===== config.mk =====
export PLATFORM = sky130hd
export DESIGN_NAME = priority_arbiter_flat
export DESIGN_NICKNAME = d
export VERILOG_FILES = /design/src/rtl/priority_arbiter_pkg.sv /design/src/rtl/priority_arbiter_if.sv /design/src/rtl/priority_arbiter_encoder.sv /design/src/rtl/priority_arbiter.sv /design/src/flat_wrapper.sv
export SDC_FILE = /design/constraint.sdc
export NUM_CORES = 1
export LEC_CHECK = 0
export CAP_MARGIN = 30
export CORE_MARGIN = 5
export CORE_UTILIZATION = 49
export CTS_CLUSTER_DIAMETER = 30
export DETAILED_ROUTE_END_ITERATION = 8
export HOLD_SLACK_MARGIN = 0.1
export MAX_ROUTING_LAYER = met4
export PLACE_DENSITY = 0.78
export SLEW_MARGIN = 20
export SYNTH_ARGS = -nofsm -noshare
export SYNTH_HDL_FRONTEND = slang
export SYNTH_SLANG_ARGS = --single-unit

===== constraint.sdc =====
create_clock -name clk -period 3 [get_ports clk]
set_input_delay 0.3 -clock clk [delete_from_list [all_inputs] [get_ports clk]]
set_output_delay 0.3 -clock clk [all_outputs]
set_load 0.02 [all_outputs]

===== src/rtl/priority_arbiter_pkg.sv =====
// Shared definitions for the priority arbiter: index-width helper and mode constants.
package prio_pkg;

    localparam int MODE_FIXED = 0;
    localparam int MODE_RR    = 1;

    function automatic int idx_w(input int n);
        return (n < 2) ? 1 : $clog2(n);
    endfunction

endpackage


===== src/rtl/priority_arbiter_if.sv =====
// Request/grant bundle between the requesters/consumer (master) and the arbiter (slave).
interface priority_arbiter_if
    import prio_pkg::*;
#(
    parameter int N     = 8,
    parameter int IDX_W = idx_w(N)
) ();

    logic [N-1:0]     req;
    logic             ack;
    logic [N-1:0]     grant;
    logic [IDX_W-1:0] grant_idx;
    logic             valid;

    modport master (output req, ack, input grant, grant_idx, valid);
    modport slave  (input req, ack, output grant, grant_idx, valid);

endinterface


===== src/rtl/priority_arbiter_encoder.sv =====
// Combinational highest-set-bit encoder with an any-bit-set flag.
module priority_encoder_n
    import prio_pkg::*;
#(
    parameter int N     = 8,
    parameter int IDX_W = idx_w(N)
) (
    input  logic [N-1:0]     in_vec,
    output logic [IDX_W-1:0] idx,
    output logic             any
);

    // Ascending scan so the last (highest) set bit overwrites lower ones.
    always_comb begin
        idx = '0;
        any = 1'b0;
        for (int i = 0; i < N; i++) begin
            if (in_vec[i]) begin
                idx = IDX_W'(i);
                any = 1'b1;
            end
        end
    end

endmodule


===== src/rtl/priority_arbiter.sv =====
// Registered N-input arbiter, fixed (MSB wins) or round-robin, holding each grant until ack.
module priority_arbiter
    import prio_pkg::*;
#(
    parameter int N           = 8,
    parameter int ROUND_ROBIN = 1,
    parameter int IDX_W       = idx_w(N)
) (
    input  logic                  clk,
    input  logic                  rst,
    priority_arbiter_if.slave     bus
);

    typedef enum logic {IDLE, HOLD} state_t;

    state_t           state;
    logic [N-1:0]     mask;
    logic [N-1:0]     grant_q;
    logic [IDX_W-1:0] idx_q;

    logic [IDX_W-1:0] idx_masked;
    logic [IDX_W-1:0] idx_raw;
    logic             any_masked;
    logic             any_raw;
    logic [IDX_W-1:0] winner;
    logic             load;

    priority_encoder_n #(.N(N), .IDX_W(IDX_W)) u_enc_masked (
        .in_vec (bus.req & mask),
        .idx    (idx_masked),
        .any    (any_masked)
    );

    priority_encoder_n #(.N(N), .IDX_W(IDX_W)) u_enc_raw (
        .in_vec (bus.req),
        .idx    (idx_raw),
        .any    (any_raw)
    );

    // An empty masked search falls back to the full request vector, wrapping to the top.
    assign winner = ((ROUND_ROBIN == MODE_RR) && any_masked) ? idx_masked : idx_raw;
    assign load   = (state == IDLE) || bus.ack;

    always_ff @(posedge clk or posedge rst) begin
        if (rst) begin
            state   <= IDLE;
            grant_q <= '0;
            idx_q   <= '0;
            mask    <= '1;
        end else if (load) begin
            if (any_raw) begin
                state   <= HOLD;
                grant_q <= N'(1) << winner;
                idx_q   <= winner;
                // Only indices below the winner stay eligible in the next masked search.
                if (ROUND_ROBIN == MODE_RR)
                    mask <= (N'(1) << winner) - N'(1);
            end else begin
                state   <= IDLE;
                grant_q <= '0;
                idx_q   <= '0;
            end
        end
    end

    assign bus.valid     = (state == HOLD);
    assign bus.grant     = grant_q;
    assign bus.grant_idx = idx_q;

endmodule


===== src/flat_wrapper.sv =====
// flat-port wrapper written by rule: the top's interface ports become plain ports
module priority_arbiter_flat import prio_pkg::*;
#(
    parameter int N           = 8,
    parameter int ROUND_ROBIN = 1,
    parameter int IDX_W       = idx_w(N)
)
  (clk, rst, bus_req, bus_ack, bus_grant, bus_grant_idx, bus_valid);
  priority_arbiter_if #(.N(N), .IDX_W(IDX_W)) bus_i ();
  input  logic clk;
  input  logic rst;
  input wire logic [$bits(bus_i.req)-1:0] bus_req;
  input wire logic [$bits(bus_i.ack)-1:0] bus_ack;
  output wire logic [$bits(bus_i.grant)-1:0] bus_grant;
  output wire logic [$bits(bus_i.grant_idx)-1:0] bus_grant_idx;
  output wire logic [$bits(bus_i.valid)-1:0] bus_valid;
  assign bus_i.req = bus_req;
  assign bus_i.ack = bus_ack;
  assign bus_grant = bus_i.grant;
  assign bus_grant_idx = bus_i.grant_idx;
  assign bus_valid = bus_i.valid;
  priority_arbiter #(.N(N), .ROUND_ROBIN(ROUND_ROBIN), .IDX_W(IDX_W)) u_core (.clk(clk), .rst(rst), .bus(bus_i));
endmodule

==> flow_summary.ini <==
[status]
status = completed

[clocking]
holdBufCountCts = 0
clk_path_buf_depth = 2
clkTransAtPathRegs_ns = 0.10
postCtsSetupBuffers = 0
cts_buffers = 3
cts_resized = 0
insertion_delay_ns = 0.31
numClockSinks = 20
root_buffer = clkbuf_4
cts_tree = done
htreeDepth = 1

[detailed_routing]
wl_per_cell_um = 16.3
ant_nets = 0
postRouteWirelength_um = 2580
first_iter_violations = 23
drc_errors = 0
dr.pass1.iters = 4
vias = 946
via_per_inst = 5.99

[timing]
finalHoldViolations = 0
period_needed_ns = 2.63
rsz0062_at_grt = false
period_share_pct = 87.6
fmax_mhz = 381
report.final.slew_viol_count = 0
worst_slew_pin_slew_ns = 0.723
fin_tns_setup_ns = 0
fin_skew_ns = 0.00199
setup_viol = 0
slew_headroom_pct = 51.8

[final_layout]
antenna_cells = 0
final_cell_area_um2 = 1380
drive_gt1_share_pct = 22.1
post-route-util_pct = 68.1
fin_nets = 144
areaGrowthSynthToFinish_pct = 29.8
final.fill_count = 164

[worst_setup_path]
cpLargestDelayFamily = simple AND/OR/NAND/NOR gates
rrSetupSlack_ns = 0.62
rr_startpoint = u_core.mask[5]
endpoint_kind = flop
reg2reg_depth = 9
worstPathCellList = clkdlybuf4s50_1, or4_4, a311o_2, nor2_1, o21ai_0, ha_1, nand2_1, o211ai_1, or3_1
cp-start-kind = input port
cp_slowest_cell = or4_4
crit_type = in -> reg
timing.rr.end = u_core.mask[2]
required_ns = 3.24
critPathMaxFanout = 4
slowest_delay_ns = 0.57
cp.arrival_ns = 2.87
path_buf_inv = 1

[floorplan]
initial_utilization_pct = 52.5
die_h_um = 56.5
fp.coreArea_um2 = 2020
die_w_um = 56.5
ios = 23
die_area_um2 = 3200
rows = 16

[logic_synthesis]
yosysWarnings = 0
synth_top_area_share_pct = 28.3
synth_top_family_by_area = compound AO/OA/AOI/OAI gates
synth_compound_area_share_pct = 23.8
synth_seq_cells = 20
synth_flop_cell = dfrtp_1
synth_area_um2 = 1060
synthSimpleGateAreaFrac_pct = 23.3
synth_fa_ha_area_share_pct = 1.18
yosysTopAreaCell = dfrtp_1
ys_top_cells_by_count = 12 x dfrtp_1, 11 x nand2_1, 11 x nor2_1
yosysMostFrequentCell = dfrtp_1
synth-edff-count = 0
async_flop_share_pct = 100
seq_area_frac_synth_pct = 48.1
syn_area_per_cell_um2 = 10.4
synthTopCellsByArea = dfrtp_1 28%, dfstp_2 20%, a22o_1 5.8%
synthXorXnorAreaFrac_pct = 0
syn_inst = 102
synth_cell_types = 42
muxShareOfSynthArea_pct = 1.06
syn-num-nets = 114

[global_routing]
grtUsageTotal_pct = 18.9
grt_overflow = 0
antenna_found_initial = 0
top_usage_layer = met2
grt_pass1_wl_um = 4610
use_met2_pct = 29.2
grt_use_met1_pct = 23.1
grt_pass1_vias = 981
grt_max_degree = 21
use_met3_pct = 4.36

[power_and_ir_drop]
ir_worst_vdd_uv = 612
power_uw = 1300
p_leak_uw = 0.000584
p_per_area_nw_per_um2 = 942

[run]
drv_cap = 0

[placement]
dpl-instance-area_um2 = 1340
place_congestion = 0.860
dp_hpwl_um = 1920
io_buffers = 22

[hold_path]
worstHoldPathType = in -> async
[flip-flops by register name, indices dropped and copies added (netlist names)]
name	flops
u_core.bus.grant	8
u_core.bus.grant_idx	3
u_core.bus.valid	1
u_core.mask	8
[report_power, final]
group          internal [uW]  switching, uW
logic                    314            347
clock network           74.2           82.0
registers                405           75.5
total                    793            504
[kinds of logic (layout without fill, tap and decap cells)]
group	after synthesis	after routing
AO/OA/AOI/OAI	32	32
buffers and inverters	5	34
AND/OR/NAND/NOR	43	43
adder cells (fa/ha/maj)	1	1
flip-flops	20	20
multiplexers	1	1
[worst max path at each step]
stage / start / endpoint / slack (ns) / cells after the start
2_1_floorplan: bus_req[6] / u_core.mask[2] / 0.61 / 8
3_3_place_gp: bus_req[6] / u_core.mask[2] / 0.16 / 9
3_5_place_dp: bus_req[6] / u_core.mask[2] / 0.07 / 9
4_1_cts: bus_req[6] / u_core.mask[2] / 0.39 / 9
5_1_grt: bus_req[4] / u_core.mask[2] / 0.25 / 9
6_report: bus_req[6] / u_core.mask[2] / 0.37 / 9
[layout by cell type (no fill, tap or decap), drive strengths merged, types with 2 or more instances in the layout]
master,netlist,routed
nand3,3,3
a22o,9,9
a32o,2,2
a22oi,3,3
nor2,13,13
inv,2,2
a31oi,2,2
clkdlybuf4s50,0,22
nand2,11,11
o21bai,2,2
o21ai,4,4
dfstp,8,8
and4b,2,2
dfrtp,12,12
buf,1,6
and2,3,3
clkbuf,2,4
[metrics by stage]
stage | hold slack (ns) | cells | setup slack (ns)
floorplan | 0.258 | 102 | 0.613
global placement | 0.464 | 154 | 0.163
detailed placement | 0.469 | 154 | 0.0715
CTS | 0.425 | 158 | 0.390
global route | 0.453 | 158 | 0.252
finish | 0.398 | 158 | 0.373
[worst register-to-register path, stage by stage (launching register included)]
cell and delay, ns:
dfstp_2 0.59, a22o_2 0.16, o21bai_1 0.07, a31o_2 0.30, nor2_1 0.25, o21ai_0 0.14, ha_1 0.27, nand2_1 0.13
o211ai_1 0.09, or3_1 0.31
[area by class of cell]
cell class                      count  area [um^2]  share of cell area, %
Multi-Input combinational cell     77          524                   38.1
Tap cell                           27         33.8                   2.45
Timing Repair Buffer               28          265                   19.3
Clock buffer                        4         36.3                   2.63
Inverter                            2         7.51                  0.545
Sequential cell                    20          510                   37.1
[layer usage]
layer / vias to the layer above / part of all wire [%] / wire, um
li1: 440 / - / -
met1: 460 / 45 / 1160
met2: 40 / 47 / 1210
met3: 6 / 6.2 / 161
met4: 0 / 1.8 / 47
met5: - / 0 / 0
Note: power is estimated with default switching activity, not from simulation.
